### src/rtl/rca_accumulator.sv
// Frame accumulator wrapped around an external N-bit ripple-carry adder.
// Counts adder carries per frame and presents {carry_cnt, acc} once the frame ends.
module rca_accumulator #(
    parameter int N     = 3,
    parameter int BEATS = 4,
    parameter int CW    = 3
) (
    input  logic            clk,
    input  logic            rst,
    input  logic            in_valid,
    output logic            in_ready,
    input  logic [N-1:0]    in_data,
    input  logic            in_last,
    output logic [N-1:0]    add_a,
    output logic [N-1:0]    add_b,
    output logic            add_cin,
    input  logic [N-1:0]    add_sum,
    input  logic            add_cout,
    output logic            out_valid,
    input  logic            out_ready,
    output logic [N+CW-1:0] out_sum,
    output logic            out_ovf
);

    localparam int BW = (BEATS > 1) ? $clog2(BEATS) : 1;
    localparam logic [BW-1:0] LAST_BEAT = BW'(BEATS - 1);
    localparam logic [CW-1:0] CNT_MAX   = '1;

    typedef enum logic {ACC, HOLD} state_t;

    state_t          state;
    logic [N-1:0]    acc;
    logic [CW-1:0]   carry_cnt;
    logic [BW-1:0]   beat;
    logic            ovf;
    logic            accept;
    logic            frame_end;

    // Saturating carry counter: sticks at all-ones instead of wrapping.
    function automatic logic [CW-1:0] sat_inc(input logic [CW-1:0] cnt, input logic inc);
        if (inc && cnt != CNT_MAX)
            return cnt + CW'(1);
        return cnt;
    endfunction

    assign add_a     = acc;
    assign add_b     = in_data;
    assign add_cin   = 1'b0;

    // Handshake outputs depend only on the state register, so out_ready never reaches in_ready.
    assign in_ready  = (state == ACC);
    assign out_valid = (state == HOLD);
    assign out_sum   = {carry_cnt, acc};
    assign out_ovf   = ovf;

    assign accept    = in_valid && in_ready;
    assign frame_end = (beat == LAST_BEAT) || in_last;

    always_ff @(posedge clk or posedge rst) begin
        if (rst) begin
            state     <= ACC;
            acc       <= '0;
            carry_cnt <= '0;
            beat      <= '0;
            ovf       <= 1'b0;
        end else begin
            case (state)
                ACC: begin
                    if (accept) begin
                        acc       <= add_sum;
                        carry_cnt <= sat_inc(carry_cnt, add_cout);
                        ovf       <= ovf | (add_cout & (carry_cnt == CNT_MAX));
                        if (frame_end) begin
                            beat  <= '0;
                            state <= HOLD;
                        end else begin
                            beat  <= beat + BW'(1);
                        end
                    end
                end
                HOLD: begin
                    if (out_ready) begin
                        acc       <= '0;
                        carry_cnt <= '0;
                        ovf       <= 1'b0;
                        state     <= ACC;
                    end
                end
                default: state <= ACC;
            endcase
        end
    end

endmodule

### config.mk
export PLATFORM = sky130hd
export DESIGN_NAME = rca_accumulator
export DESIGN_NICKNAME = d
export VERILOG_FILES = /design/src/rtl/rca_accumulator.sv
export SDC_FILE = /design/constraint.sdc
export NUM_CORES = 1
export LEC_CHECK = 0
export CORE_AREA = 2 2 40 42
export DETAILED_ROUTE_END_ITERATION = 10
export DIE_AREA = 0 0 42 44
export HOLD_SLACK_MARGIN = 0.1
export PLACE_DENSITY_LB_ADDON = 0.2
export SETUP_SLACK_MARGIN = 0.02
export SLEW_MARGIN = 20
export SYNTH_ARGS = -nofsm -noshare
export SYNTH_HDL_FRONTEND = slang
export SYNTH_SLANG_ARGS = --single-unit
### constraint.sdc
create_clock -name clk -period 3.27 [get_ports clk]
set_input_delay 0.654 -clock clk [delete_from_list [all_inputs] [get_ports clk]]
set_output_delay 0.654 -clock clk [all_outputs]
set_load 0.02 [all_outputs]
### After elaboration in Yosys (flattened, before gate mapping)

Index checks and enable logic that the tools add are counted.

| cells by class | value |
|---|---|
| magnitude comparators | 0 |
| $mul | 0 |
| muxes and demuxes | 18 |
| shift-type cells | 0 |
| eq/ne operators | 6 |
| reductions and logical operators | 6 |
| bitwise gates (word level) | 3 |
| add/subtract/negate cells | 2 |
| divide/modulo/power cells | 0 |

Operator list:

| kind | count |
|---|---|
| 2-to-1 mux 3 bit | 5 |
| case mux 3 bit (2 select lines) | 2 |
| 2-to-1 mux 1 bit | 8 |
| inequality test 2 x 1 -> 1 bit, second input constant | 2 |
| case mux 1 bit (2 select lines) | 2 |
| AND reduction 2 bit | 2 |
| adder 3 x 1 -> 3 bit, second input constant | 1 |
| equality test 3 bit, second input constant | 1 |
| inequality test 3 bit, second input constant | 1 |
| AND reduction 3 bit | 1 |
| adder 2 x 1 -> 2 bit, second input constant | 1 |
| equality test 2 bit, second input constant | 1 |
| logical AND 1 bit | 2 |
| 2-to-1 mux 2 bit | 1 |
| inequality test 2 bit, second input constant | 1 |
| AND 1 bit | 1 |
| logical OR 1 bit | 1 |
| NOT 1 bit | 1 |
| OR 1 bit | 1 |

| word-level totals | value |
|---|---|
| memories | 0 |
| output and inout port bits | 16 |
| ROM bits | 0 |
| bits in registers | 10 |
| word-level logic and storage cells | 40 |
| bits in writable memories | 0 |
| bits in latches | 0 |
| input bits | 12 |

### Longest topological paths before layout

Gate-level depths: netlist (run 1).

| logic depth | value |
|---|---|
| depth after elaboration | 8 |
| gate-level depth with buffers | 5 |
| gate-level depth less buffers | 5 |

### Worst setup path after synthesis (run 1)

No wires, ideal clock.

| timing | value |
|---|---|
| path type | reg-to-reg |
| start | register carry_cnt[0] |
| end | register carry_cnt[0] |
| path slack | 1.793 ns |
| path buffers | 0 |
| library setup time | 0.130 ns |
| cell stages (with the launch flop) | 6 |
| required time | 3.140 ns |
| arrival time | 1.347 ns |
| clock period less this slack | 1.477 ns |
| cell sequence | dfrtp_1 ha_1 ha_1 nand4bb_2 o211ai_1 o21ai_1 |

| between the ends | value |
|---|---|
| cells in the longest elaborated chain, start to end | 7 |
| elaborated cells on any way between the ends | 12 |
| those cells by class | add/sub: 1; eq/ne: 2; mux: 7; reduce/logical: 2 |

Ends and longest elaborated chain:

| item | RTL line | text |
|---|---|---|
| start, declared | 33 | `logic [CW-1:0] carry_cnt;` |
| start signal, assigned | 71 | `carry_cnt <= sat_inc(carry_cnt, add_cout);` |
| parallel branches: the longest is 7 deep, another holds adder 3 x 1 -> 3 bit | n/a |  |

Several ways; the timed one is not identified. The select of a mux whose other input is x is not followed.
A chain may end at the register's enable or synchronous reset.

### Worst setup path in the final report (run 1)

| timing | value |
|---|---|
| start | register state, in the netlist out_valid |
| end | output port in_ready |

| between the ends | value |
|---|---|
| cells in the longest elaborated chain, start to end | 1 |

Ends and longest elaborated chain:

| item | RTL line | text |
|---|---|---|
| start, declared | 31 | `state_t state;` |
| start signal, assigned | 61 | `state <= ACC;` |
| start signal, assigned | 75 | `state <= HOLD;` |
| start signal, assigned | 86 | `state <= ACC;` |
| NOT 1 bit (no source line) | n/a |  |
| end, declared | 11 | `output logic in_ready,` |

No other way between the ends.

==> results of run 1 <==
[path summary, 6_finish.rpt]
kind                         startpoint           end
setup / recovery              out_valid      in_ready
hold / removal                  out_ovf       out_ovf
setup reg to reg           carry_cnt[0]  carry_cnt[0]
hold reg to reg                 out_ovf       out_ovf
max in group asynchronous           rst      add_a[0]
min in group asynchronous           rst  carry_cnt[0]
[worst max-delay path, stage by stage (launching register included)]
cell and delay, ns:
dfrtp_1 0.46, inv_1 0.15, clkdlybuf4s50_1 0.62
[area by class of cell]
type / instances / share of cell area
clock buffer: 4 / 0.0494
inverter: 5 / 0.0256
multi-input combinational: 27 / 0.284
sequential: 10 / 0.341
tap: 16 / 0.0273
timing repair buffer: 20 / 0.273
[routing by layer]
| layer | vias up | track usage | share of wire |
|---|---|---|---|
| li1 | 200 | - | - |
| met1 | 173 | 0.159 | 0.48 |
| met2 | 14 | 0.156 | 0.44 |
| met3 | 2 | 0.0417 | 0.069 |
| met4 | 0 | 0.0968 | 0.011 |
| met5 | - | 0 | 0 |
[power groups by stage]
stage	combinational, mW	clock, mW	sequential, mW
global placement	0.177	0	0.178
CTS	0.181	0.115	0.177
floorplan	0.0866	0	0.202
finish	0.178	0.110	0.176
detailed placement	0.180	0	0.179
global route	0.195	0.119	0.182
[layout by cell type (no fill, tap or decap), types with 2 or more instances in the layout]
cell             count
ha_1                 3
inv_1                5
dfrtp_1             10
a22o_1               3
o211ai_1             2
o21ai_1              5
nand2_1              2
clkbuf_4             3
clkdlybuf4s50_1     20
[registers in the layout, indices dropped and copies added, names as in the netlist]
register and flops:
add_a 3, beat 2, out_ovf 1, carry_cnt 3, out_valid 1
[stage by stage]
step / total power [mW] / hold slack [ns]
after floorplan: 0.289 / 0.477
after global placement: 0.355 / 0.475
after detailed placement: 0.359 / 0.482
after CTS: 0.473 / 0.498
after global routing: 0.496 / 0.513
final: 0.465 / 0.494
[cell families (layout without fill, tap and decap cells)]
group                      count (synthesis)  in the layout
muxes                                      2              2
DFF                                       10             10
and+or+nand+nor                            9              9
other                                      1              1
buffers and inverters                     12             29
AOI/OAI and AO/OA                         12             12
adders and majority gates                  3              3
==> run summary, run 1 <==
Post-Synthesis Cells = 49
Distinct cells, synth = 20
largest family of logic cells by synthesized area = compound AO/OA/AOI/OAI gates
Synth area leader = dfrtp_1
Root Driver = clkbuf_4
number of cells on the worst reg-to-reg path = 5
Initial Util = 0.374
initial antenna violation count = 0
Sw Pwr = 153 uW
post-CTS sizing = 0
Max IR drop VDD = 0.325 mV
vias in the first global route = 346
nature of the critical path startpoint = flop
share of the synthesized area in the top cell type = 0.472
clock slew at reported path FFs = 0.07 ns
initial DRC count = 6
n_diodes = 0
Setup Crit Path Kind = reg2out
Horiz. Die Dim = 42 microns
final worst-path cycle share = 0.655
GP Congestion = 0.753
number of enable flip-flop cells after synthesis = 0
setup ws final = 1.13 ns
switching share of power = 0.330
Layout Cells excl Fill = 82
Leak Pwr = 0.332 nW
maximum root-to-sink buffer count = 2
r2r setup slk = 1.78 ns
WHS Path Cells = 1
Die H = 44 microns
I/O pin total = 28
Syn Area/Cell = 10.8 sq um
Post-Synth XOR/XNOR Area = 0
Hold Vio Cnt, Final = 0
Setup WS pre-CTS = 1.42 ns
unrepaired setup endpoints after global routing = no
Final Util = 0.518
Total Wirelength = 987 microns
Fillers = 131
Required @ worst endpoint = 2.62 ns
CTS tree = yes
IO buf count = 20
multi-input logic area = 209 sq um
Max-cap violations = 0
grt ovf = 0
routed length per instance = 12.0 microns
Final Skew = 0.00519 ns
min cycle time layout = 2.14 ns
Fmax = 467 MHz
post-synthesis simple-gate area fraction = 0.120
Placed Area = 698 sq um
worst-skew pair later-pin latency = 0.26 ns
Seq pwr share = 0.379
Pwr per Cell Area = 633 nW/um^2
Cells after DPL = 78
Synth Area in Adders = 0.0708
mapped cell area = 531 sq um
ANT nets after route = 0
num rows = 14
synth top area cells = dfrtp_1 47%, buf_4 9.9%, ha_1 7.1%, a22o_1 5.0%, o21ai_1 4.7%
clock power share = 0.237
Synthesis Warnings = 0
HP Class = reg2reg
Most used DFF post-synth = dfrtp_1
Final Setup Violations = 0
NumNets Final = 82
fin. max-slew vios = 0
core area = 1420 sq um
DP Wirelength = 773 microns
Yosys reg bits = 10
Synth top cells by count = 10 x dfrtp_1, 7 x buf_4, 5 x inv_1, 5 x o21ai_1
postcts setup bufs = 0
cts hold-fix bufs = 0
GR Util All Layers = 0.120
largest net degree at the start of global routing = 11
Worst EP arrival = 1.49 ns
Area Growth Syn to Fin = 38.4%
Post-Syn Nets = 64
setup TNS = 0 ns
total CTS buffers = 3
outcome = completed
die area = 1850 sq um
mux contribution to synthesized area = 0.0401
Design Area, Final = 734 sq um
vias = 389
share of cells above drive strength 1 = 0.121
Internal = 311 uW
CP Capture Type = output port
top-count cell post-synth = dfrtp_1
# DRC = 0
FFs w/ async S/R, synth = 1.00
global-route wire length before repair = 1570 microns
drt first pass iters = 2
vias per cell = 4.74
# clock sinks = 10
compound-cell area share of the yosys netlist = 0.156
fraction of the yosys area taken by sequential cells = 0.472
H-tree depth = 1
Crit Path Max Fanout = 9
Gate power share = 0.383
register area = 250 sq um
(Power assumes the default switching activity.)
==> run 2: changes to the inputs <==
CORE_AREA = 2 2 44 46   (was 2 2 40 42)
DIE_AREA = 0 0 46 48   (was 0 0 42 44)
clock period = 1.77 ns   (was 3.27 ns; I/O delays follow)
==> run 2 against run 1 <==
Worst setup slack got worse by 0.98 ns. Sequential share of layout area increased by 0.53 points. First-iteration DRC count decreased by 17%. Power increased by 72%. Worst hold slack got worse by 0.12 ns. Final cell count unchanged. Non-clock buffer count unchanged. Final area decreased by 1.5%.
==> run summary, run 2 (synthesis results as in run 1) <==
Initial Util = 0.314 (-0.0598)
grt met1 use = 0.131 (-0.0282)
Max-cap violations = 0 (unchanged)
min cycle time layout = 1.63 ns
fin. max-slew vios = 0 (unchanged)
# clock sinks = 10 (unchanged)
# DRC = 0 (unchanged)
share of cells above drive strength 1 = 0.108 (-0.0135)
DP Wirelength = 756 microns (-2.2%)
Fmax = 615 MHz
largest net degree at the start of global routing = 11 (unchanged)
Leak Pwr = 0.337 nW (+1.7%)
num rows = 15 (+1)
global-route wire length before repair = 1620 microns (+3.5%)
CP Capture Type = output port
worst-skew pair later-pin latency = 0.26 ns (about the same)
HP Class = in2async
Global Route met3 Usage = 0.0642 (+0.0225)
unrepaired setup endpoints after global routing = no
vias per cell = 4.93 (+3.9%)
worst-path cell chain = clkdlybuf4s50_1
Final Util = 0.428 (-0.0895)
final worst-path cycle share = 0.919
NumNets Final = 82 (unchanged)
Total Wirelength = 995 microns (+0.81%)
Pwr per Cell Area = 1100 nW/um^2 (+74%)
Max IR drop VDD = 0.517 mV (+59%)
GP Congestion = 0.659 (-12%)
nature of the critical path startpoint = flop
initial antenna violation count = 0 (unchanged)
met2 usage in global routing = 0.150 (-0.00625)
GR Util All Layers = 0.111 (-0.00945)
Final Skew = 0.00535 ns (+0.000161 ns)
Horiz. Die Dim = 46 microns (+9.5%)
Root Driver = clkbuf_4
number of cells on the critical path = 1 (-1)
commonest non-fill, non-tap cell in the layout = clkdlybuf4s50_1
vias = 404 (+3.9%)
outcome = completed
total CTS buffers = 3 (unchanged)
ANT nets after route = 0 (unchanged)
Fillers = 172 (+31%)
die area = 2210 sq um (+19%)
vias in the first global route = 365 (+5.5%)
Required @ worst endpoint = 1.42 ns (-1.20 ns)
max incr delay on CP = 0.62 ns (about the same)
initial DRC count = 5 (-1)
IO buf count = 20 (unchanged)
CP bufs+invs = 1 (-1)
grt ovf = 0 (unchanged)
most frequent cells in the layout = 18 x clkdlybuf4s50_1, 10 x dfrtp_1, 5 x o21ai_1, 5 x inv_1
H-tree depth = 1 (unchanged)
multi-input logic area = 209 sq um (unchanged)
number of cells on the worst reg-to-reg path = 5 (unchanged)
Setup Crit Path Kind = reg2out
Crit Path Max Fanout = 4 (-5)
CTS tree = yes
n_diodes = 0 (unchanged)
postcts setup bufs = 0 (unchanged)
Die H = 48 microns (+9.1%)
routed length per instance = 12.1 microns (+0.81%)
Area Growth Syn to Fin = 36.3%
clock slew at reported path FFs = 0.06 ns (about the same)
cts hold-fix bufs = 0 (unchanged)
Crit path max-delay family = buffers and inverters
Worst EP arrival = 1.27 ns (-0.22 ns)
Slowest cell on crit path = clkdlybuf4s50_1
drt first pass iters = 2 (unchanged)
busiest layer in global routing = met2
maximum root-to-sink buffer count = 2 (unchanged)
I/O pin total = 28 (unchanged)
Final Setup Violations = 0 (unchanged)
register area = 250 sq um (unchanged)
core area = 1690 sq um (+19%)
Hold Vio Cnt, Final = 0 (unchanged)
setup TNS = 0 ns (unchanged)
## run 2: cell types whose count changed in the layout (fill, tap and decap cells not counted), sizes merged
cell	before	now
clkbuf	4	3
clkdlybuf4s50	20	18
dlymetal6s2s	0	1
dlygate4sd2	0	1
## run 2: layout make-up
class,instances,share of cell area
Tap cell,17,0.0294
Inverter,5,0.0260
Clock buffer,3,0.0311
Multi-Input combinational cell,27,0.289
Sequential cell,10,0.346
Timing Repair Buffer,20,0.279
## run 2: power breakdown
part	internal (mW)	total, mW	switching [mW]
Clock	0.0780	0.145	0.0670
Combinational	0.166	0.325	0.159
Sequential	0.281	0.328	0.0465
## run 2: path summary, 6_finish.rpt
kind,to,slack (ns),startpoint
setup / recovery,add_a[1],0.14,add_a[1]
hold / removal,carry_cnt[2],0.38,rst
setup reg to reg,carry_cnt[0],0.31,carry_cnt[0]
hold reg to reg,carry_cnt[0],0.50,carry_cnt[0]
max in group asynchronous,out_valid,1.11,rst
min in group clk,carry_cnt[0],0.50,carry_cnt[0]
## run 2: per-stage QoR
| stage | setup slack [ns] | cells | cell area, sq um | power [mW] | hold slack, ns |
|---|---|---|---|---|---|
| after floorplan | 0.293 | 49 | 531 | 0.533 | 0.194 |
| after global placement | 0.226 | 79 | 699 | 0.662 | 0.485 |
| after detailed placement | 0.229 | 79 | 699 | 0.660 | 0.498 |
| after CTS | 0.0339 | 82 | 721 | 0.811 | 0.382 |
| after global routing | 0.0790 | 82 | 723 | 0.858 | 0.421 |
| final | 0.144 | 82 | 723 | 0.798 | 0.376 |
## run 2: what timing repair did
item	in CTS	in global routing
endpoints found under the setup margin	1	1
pin swaps	0	0
gates resized for setup	1	1
## run 2: metal layers
metal  up-vias  share of wire
li1        200              -
met1       181           0.46
met2        21           0.43
met3         2           0.10
met4         0          0.010
met5         -              0
==> run 3: changes to the inputs <==
CORE_AREA = 2 2 45 47   (was 2 2 44 46)
DIE_AREA = 0 0 47 49   (was 0 0 46 48)
TNS_END_PERCENT = 10   (was unset)
==> run 3 against run 2 <==
Worst setup slack worse by 0.040 ns. Die area is 4.3% higher. Final cell count increased by 13%. Core utilization is 2.3 points lower. Count of clock-buffer cells in the layout rose by 1. Largest power group unchanged. Sequential share of layout area shrank 1.0 points. Register-to-register slack got worse by 0.05 ns. Clock skew is essentially flat. Highest routed layer is now met3.
==> run summary, run 3 (synthesis results as in run 1) <==
vias in the first global route = 397 (+8.8%)
share of cells above drive strength 1 = 0.121 (+0.0135)
Required @ worst endpoint = 1.42 ns (about the same)
Fmax = 600 MHz (-2.4%)
num rows = 16 (+1)
Critical R2R Capture = carry_cnt[0]
unrepaired setup endpoints after global routing = no
Pwr per Cell Area = 1150 nW/um^2 (+4.6%)
Seq pwr share = 0.383 (-0.028)
H-tree depth = 1 (unchanged)
postcts setup bufs = 0 (unchanged)
Horiz. Die Dim = 47 microns (+2.2%)
clock slew at reported path FFs = 0.07 ns (about the same)
CTS tree = yes
final worst-path cycle share = 0.941 (+0.0227)
largest net degree at the start of global routing = 11 (unchanged)
number of cells on the critical path = 1 (unchanged)
Cells after DPL = 89 (+13%)
vias per cell = 4.40 (-11%)
Setup Crit Path Kind = reg2out
Final Skew = 0.00549 ns (+0.000139 ns)
final hold slack = 0.361 ns (-0.0151 ns)
Worst Setup SP = carry_cnt[0]
CP Capture Type = output port
Sw Pwr = 292 uW (+7.0%)
# DRC = 0 (unchanged)
Root Driver = clkbuf_4
routed length per instance = 11.3 microns (-6.8%)
Max-cap violations = 0 (unchanged)
Critical Path End = out_sum[3]
r2r setup slk = 0.26 ns (-0.05 ns)
number of cells on the worst reg-to-reg path = 5 (unchanged)
Crit Path Max Fanout = 4 (unchanged)
Setup WS pre-CTS = 0.201 ns (-0.0285 ns)
max incr delay on CP = 0.63 ns (about the same)
setup TNS = 0 ns (unchanged)
nature of the critical path startpoint = flop
# clock sinks = 10 (unchanged)
outcome = completed
core area = 1840 sq um (+9.0%)
HP Class = in2async
Initial Util = 0.288 (-0.0260)
initial antenna violation count = 0 (unchanged)
clock power share = 0.242 (+0.060)
Gate power share = 0.374 (-0.033)
global-route wire length before repair = 1730 microns (+6.8%)
Layout Cells excl Fill = 93 (+13%)
Final Util = 0.405 (-0.0233)
CP bufs+invs = 1 (unchanged)
Reg-to-Reg Start = carry_cnt[0]
Slowest cell on crit path = clkdlybuf4s50_1
grt ovf = 0 (unchanged)
Internal = 569 uW (+8.3%)
Worst EP arrival = 1.31 ns (+0.04 ns)
cts hold-fix bufs = 0 (unchanged)
min cycle time layout = 1.67 ns (+0.0402 ns)
Area Growth Syn to Fin = 40.6%
die area = 2300 sq um (+4.3%)
ANT nets after route = 0 (unchanged)
most frequent cells in the layout = 18 x clkdlybuf4s50_1, 10 x dfrtp_1, 5 x o21ai_1, 5 x inv_1
I/O pin total = 28 (unchanged)
Final Setup Violations = 0 (unchanged)
Hold Vio Cnt, Final = 0 (unchanged)
setup ws final = 0.104 ns (-0.0402 ns)
post-CTS sizing = 2 (+1)
Max IR drop VDD = 0.424 mV (-18%)
GR Util All Layers = 0.106 (-0.00506)
vias = 409 (+1.2%)
worst-path cell chain = clkdlybuf4s50_1
fin. max-slew vios = 0 (unchanged)
GP Congestion = 0.680 (+3.2%)
Die H = 49 microns (+2.1%)
NumNets Final = 82 (unchanged)
switching share of power = 0.339 (-0.00281)
maximum root-to-sink buffer count = 2 (unchanged)
total CTS buffers = 3 (unchanged)
Total Wirelength = 1050 microns (+5.7%)
Leak Pwr = 0.334 nW (-0.87%)
drt first pass iters = 2 (unchanged)
n_diodes = 0 (unchanged)
Crit path max-delay family = buffers and inverters
initial DRC count = 3 (-2)
IO buf count = 20 (unchanged)
worst-skew pair later-pin latency = 0.27 ns (about the same)
DP Wirelength = 808 microns (+6.8%)
commonest non-fill, non-tap cell in the layout = clkdlybuf4s50_1
-- run 3: cell count changes in the layout (fill, tap and decap cells not counted), sizes merged --
cell / previous run / this run
dlygate4sd2: 1 / 2
dlymetal6s2s: 1 / 0
clkbuf: 3 / 4
-- run 3: worst min-delay path by stage --
stage                        from           end  slack, ns
after global routing          rst  carry_cnt[1]       0.42
after floorplan               rst      add_a[0]       0.19
after detailed placement  out_ovf       out_ovf       0.48
after global placement    out_ovf       out_ovf       0.47
final                         rst  carry_cnt[0]       0.36
after CTS                     rst  carry_cnt[1]       0.37
-- run 3: per-layer routing --
metal  vias to the layer above  global-route usage  part of all wire
met4                         0              0.0278                 0
met3                         0              0.0630             0.088
met1                       195               0.138              0.46
met2                        14               0.146              0.46
li1                        200                   -                 -
met5                         -                   0                 0
-- run 3: area by class of cell --
class | instances | area, sq um
clock buffers | 4 | 36.3
fillers | 197 | 1100
inverters | 5 | 18.8
multi-input cells | 27 | 209
flip-flops and latches | 10 | 250
well taps | 27 | 33.8
repair buffers | 20 | 198
-- run 3: stage by stage --
stage                     power (mW)  cell area [sq um]
after detailed placement       0.664                712
after floorplan                0.533                531
after global placement         0.665                712
after CTS                      0.876                746
after global routing           0.920                746
final                          0.861                746
-- run 3: power groups by stage --
stage | clock network (mW) | registers, mW | logic (mW)
6_report | 0.209 | 0.330 | 0.322
5_1_grt | 0.226 | 0.337 | 0.356
4_1_cts | 0.219 | 0.330 | 0.327
3_5_place_dp | 0 | 0.334 | 0.330
3_3_place_gp | 0 | 0.334 | 0.331
2_1_floorplan | 0 | 0.373 | 0.160
==> patch 1: new RTL, settings of run 2 <==
Register the output `out_ovf` once more, cleared by the reset; this adds one clock of latency there. The other outputs are not delayed to match.
--- a/src/rtl/rca_accumulator.sv
+++ b/src/rtl/rca_accumulator.sv
@@ -53,3 +53,9 @@
     assign out_sum   = {carry_cnt, acc};
-    assign out_ovf   = ovf;
+    always_ff @(posedge clk or posedge rst) begin
+        if (rst) begin
+            out_ovf <= '0;
+        end else begin
+            out_ovf <= ovf;
+        end
+    end
 
Behaviour: same outputs for any inputs over 10 cycles, from zero or initial values and one cycle with rst high; that may be too few to reach the edited logic, so the function may still have changed.
==> patch 1 against run 2 <==
- worst setup slack lost 0.020 ns
- wire length increased by 8.1%
- design area increased by 5.5%
- clock power rose by 17%
- count of clock-buffer cells in the layout grew 1
- total power is 7.1% higher
- non-clock buffer count unchanged
- area after synthesis up 7.5%
- critical path depth stayed put
- die area did not move
- global-route usage up 0.88 points
- fmax down 1.2%
- sequential cell count up 1
- first-iteration DRC count up 100%
==> patch 1: results (changes against run 2) <==
syn_nets: 68  # +6.3%
grt_pass1_vias: 385  # +5.5%
insertion_delay_ns: 0.27
place.gp.congestion: 0.698  # +5.9%
peakVddDrop_uv: 489  # -5.3%
drive_above_1_share_pct: 10.0  # -0.77 points
outcome: "finished clean"
pre_cts_ws_ns: 0.186  # -0.0434 ns
antenna_cells: 0  # unchanged
drt_first_pass_iters: 4  # +2
ys_seq_area_share_pct: 48.2  # +1.1 points
n_fill_cell: 154  # -10%
critPathMaxStageDelay_ns: 0.62  # about the same
drt_iter0_markers: 10  # +5
portBuffers: 20  # unchanged
internal_power_uw: 559  # +6.5%
synthTopCellsByArea: "dfrtp_1 (48%), buf_4 (9.2%), ha_1 (6.6%)"
dp_hpwl_um: 829  # +9.6%
cts-root-buf: "clkbuf_4"
synth_common_cells: "dfrtp_1 (11), buf_4 (7), o21ai_1 (5), inv_1 (4), nand2_1 (4)"
fin_nets: 86  # +4.9%
yosysWarnings: 0  # unchanged
wire_per_inst_um: 12.4  # +1.9%
fin_skew_ns: 0.00167  # -0.00368 ns
grt_use_total_pct: 11.9  # +0.88 points
viasPerCell: 5.05  # +2.4%
grt_max_degree: 12  # +1
grt_pass1_wl_um: 1750  # +7.6%
leakagePower_uw: 0.000346  # +2.6%
-- patch 1: stage by stage --
stage | instance area, µm² | std cells | utilization [%] | total power, µW
6_report | 763 | 87 | 45.2 | 855
3_3_place_gp | 739 | 83 | 43.8 | 696
2_1_floorplan | 571 | 53 | - | 565
3_5_place_dp | 739 | 83 | 43.8 | 700
4_1_cts | 763 | 87 | 45.2 | 873
5_1_grt | 763 | 87 | 45.2 | 917
-- patch 1: power by group through the flow --
| stage | clock network (µW) | logic (µW) | registers [µW] |
|---|---|---|---|
| finish | 170 | 328 | 356 |
| global route | 194 | 359 | 364 |
| CTS | 184 | 333 | 356 |
| detailed placement | 0 | 339 | 361 |
| global placement | 0 | 336 | 360 |
| floorplan | 0 | 163 | 402 |
-- patch 1: what timing repair did --
action | CTS | global route
hold buffers | 0 | 0
gates resized for setup | 2 | 0
setup endpoints to repair | 2 | 0
buffers inserted | 0 | 0
-- patch 1: layout make-up --
cell class | instances | area (µm²) | area share [%]
inverters | 4 | 15.0 | 1.97
flip-flops and latches | 11 | 275 | 36.1
multi-input cells | 31 | 228 | 29.8
well taps | 17 | 21.3 | 2.79
clock buffers | 4 | 26.3 | 3.44
repair buffers | 20 | 198 | 25.9
-- patch 1: final timing paths --
| kind | start | end | slack, ns | depth (start not counted) |
|---|---|---|---|---|
| worst max-delay path | carry_cnt[0] | out_sum[3] | 0.12 | 1 |
| worst min-delay path | rst | carry_cnt[1] | 0.38 | 2 |
| worst max register to register | carry_cnt[0] | carry_cnt[0] | 0.26 | 5 |
| worst min register to register | ovf | out_ovf | 0.39 | 0 |
| max in group asynchronous | rst | add_a[0] | 1.10 | 2 |
| min in group clk | ovf | out_ovf | 0.39 | 0 |
-- patch 1: kinds of logic after synthesis --
| kind of cell | count (synthesis) | synth area share (%) |
|---|---|---|
| mux | 3 | 5.48 |
| other cells | 1 | 0.657 |
| buf+inv | 11 | 11.8 |
| fa+ha+maj | 3 | 6.58 |
| simple gates | 12 | 13.6 |
| flops | 11 | 48.2 |
| compound gates | 12 | 13.6 |
-- patch 1: layer usage --
| layer | wire length [µm] | GRT usage [%] | up-vias |
|---|---|---|---|
| met5 | 0 | 0 | - |
| met4 | 13 | 10.3 | 0 |
| met3 | 71 | 3.77 | 2 |
| met2 | 496 | 18.1 | 19 |
| met1 | 494 | 13.6 | 206 |
| li1 | - | - | 212 |
==> patch 2: new RTL, settings of run 2 <==
Made on the original files. The parameter `CW` goes from 3 to 2.
--- a/src/rtl/rca_accumulator.sv
+++ b/src/rtl/rca_accumulator.sv
@@ -5,3 +5,3 @@
     parameter int BEATS = 4,
-    parameter int CW    = 3
+    parameter int CW    = 2
 ) (
Interface: changed (resized out_sum); port bits go from 28 to 27. The function was not compared with the original's and may differ.
==> patch 2 against run 2 <==
- global-route usage is 0.92 points lower
- die area stayed put
- wire length is 2.7% lower
- highest routed layer is now met3
- design area is 3.3% lower
- total power is 5.6% higher
- worst setup slack worse by 0.046 ns
- sequential cell count is 1 lower
- synthesized cell count is 2.0% lower
- critical path depth is 1 higher
- sequential share of layout area is 2.4 points lower
- area after synthesis is 3.1% lower
==> patch 2: results (changes against run 2) <==
outcome: "finished clean"
ys_ff_latch: 9  # -1
postPlaceCellArea_um2: 673  # -3.8%
n_fill_cell: 174  # +1.2%
arrival_ns: 1.32  # +0.05 ns
syn_nets: 62  # -3.1%
dr_wl_met2_um: 450  # +5.9%
portBuffers: 19  # -5.0%
met3_usage_pct: 5.66  # -0.75 points
multi_input_comb_cells: 29  # +7.4%
drt-met1-wl_um: 429  # -6.3%
met3WireLength_um: 88  # -12%
critPathMaxStageDelay_ns: 0.60  # -0.02 ns
leakagePower_uw: 0.000316  # -6.3%
critPathMaxFanout: 3  # -1
grt_max_degree: 12  # +1
seq_area_um2: 225  # -10%
fin_skew_ns: 0.00440  # -0.000953 ns
synth.distinct_cells: 22  # +10%
grt_use_met1_pct: 12.2  # -0.89 points
fin_util_pct: 41.4  # -1.4 points
pre_cts_ws_ns: 0.228  # -0.00131 ns
place.gp.congestion: 0.647  # -1.8%
peakVddDrop_uv: 473  # -8.4%
seq-power_uw: 314  # -4%
grt_pass1_vias: 361  # -1.1%
p_per_area_nw_per_um2: 1200  # +9.2%
highest_layer: "met3"
use_met2_pct: 16.1  # +1.1 points
grt_pass1_wl_um: 1550  # -4.7%
synthTopCellsByArea: "dfrtp_1 (44%), buf_4 (12%), mux2i_1 (5.8%)"
==> patch 2: path summary, 6_finish.rpt <==
kind / startpoint / endpoint / slack [ns] / cells after the start
setup reg to reg: carry_cnt[0] / carry_cnt[0] / 0.52 / 4
setup / recovery: out_valid / in_ready / 0.1 / 2
max in group asynchronous: rst / carry_cnt[1] / 1.15 / 2
hold / removal: rst / beat[0] / 0.36 / 2
min in group clk: beat[1] / beat[1] / 0.52 / 1
hold reg to reg: beat[1] / beat[1] / 0.52 / 1
==> patch 2: kinds of logic (layout without fill, tap and decap cells) <==
logic type / Yosys count / in the layout / share of synthesized area, %
AOI/OAI and AO/OA: 10 / 10 / 13.1
xor gates and xnor gates: 1 / 1 / 1.70
adders and majority gates: 2 / 2 / 4.87
buffers and inverters: 10 / 26 / 13.1
DFF: 9 / 9 / 43.8
muxes: 4 / 4 / 8.03
other: 1 / 1 / 0.729
and+or+nand+nor: 11 / 11 / 14.6
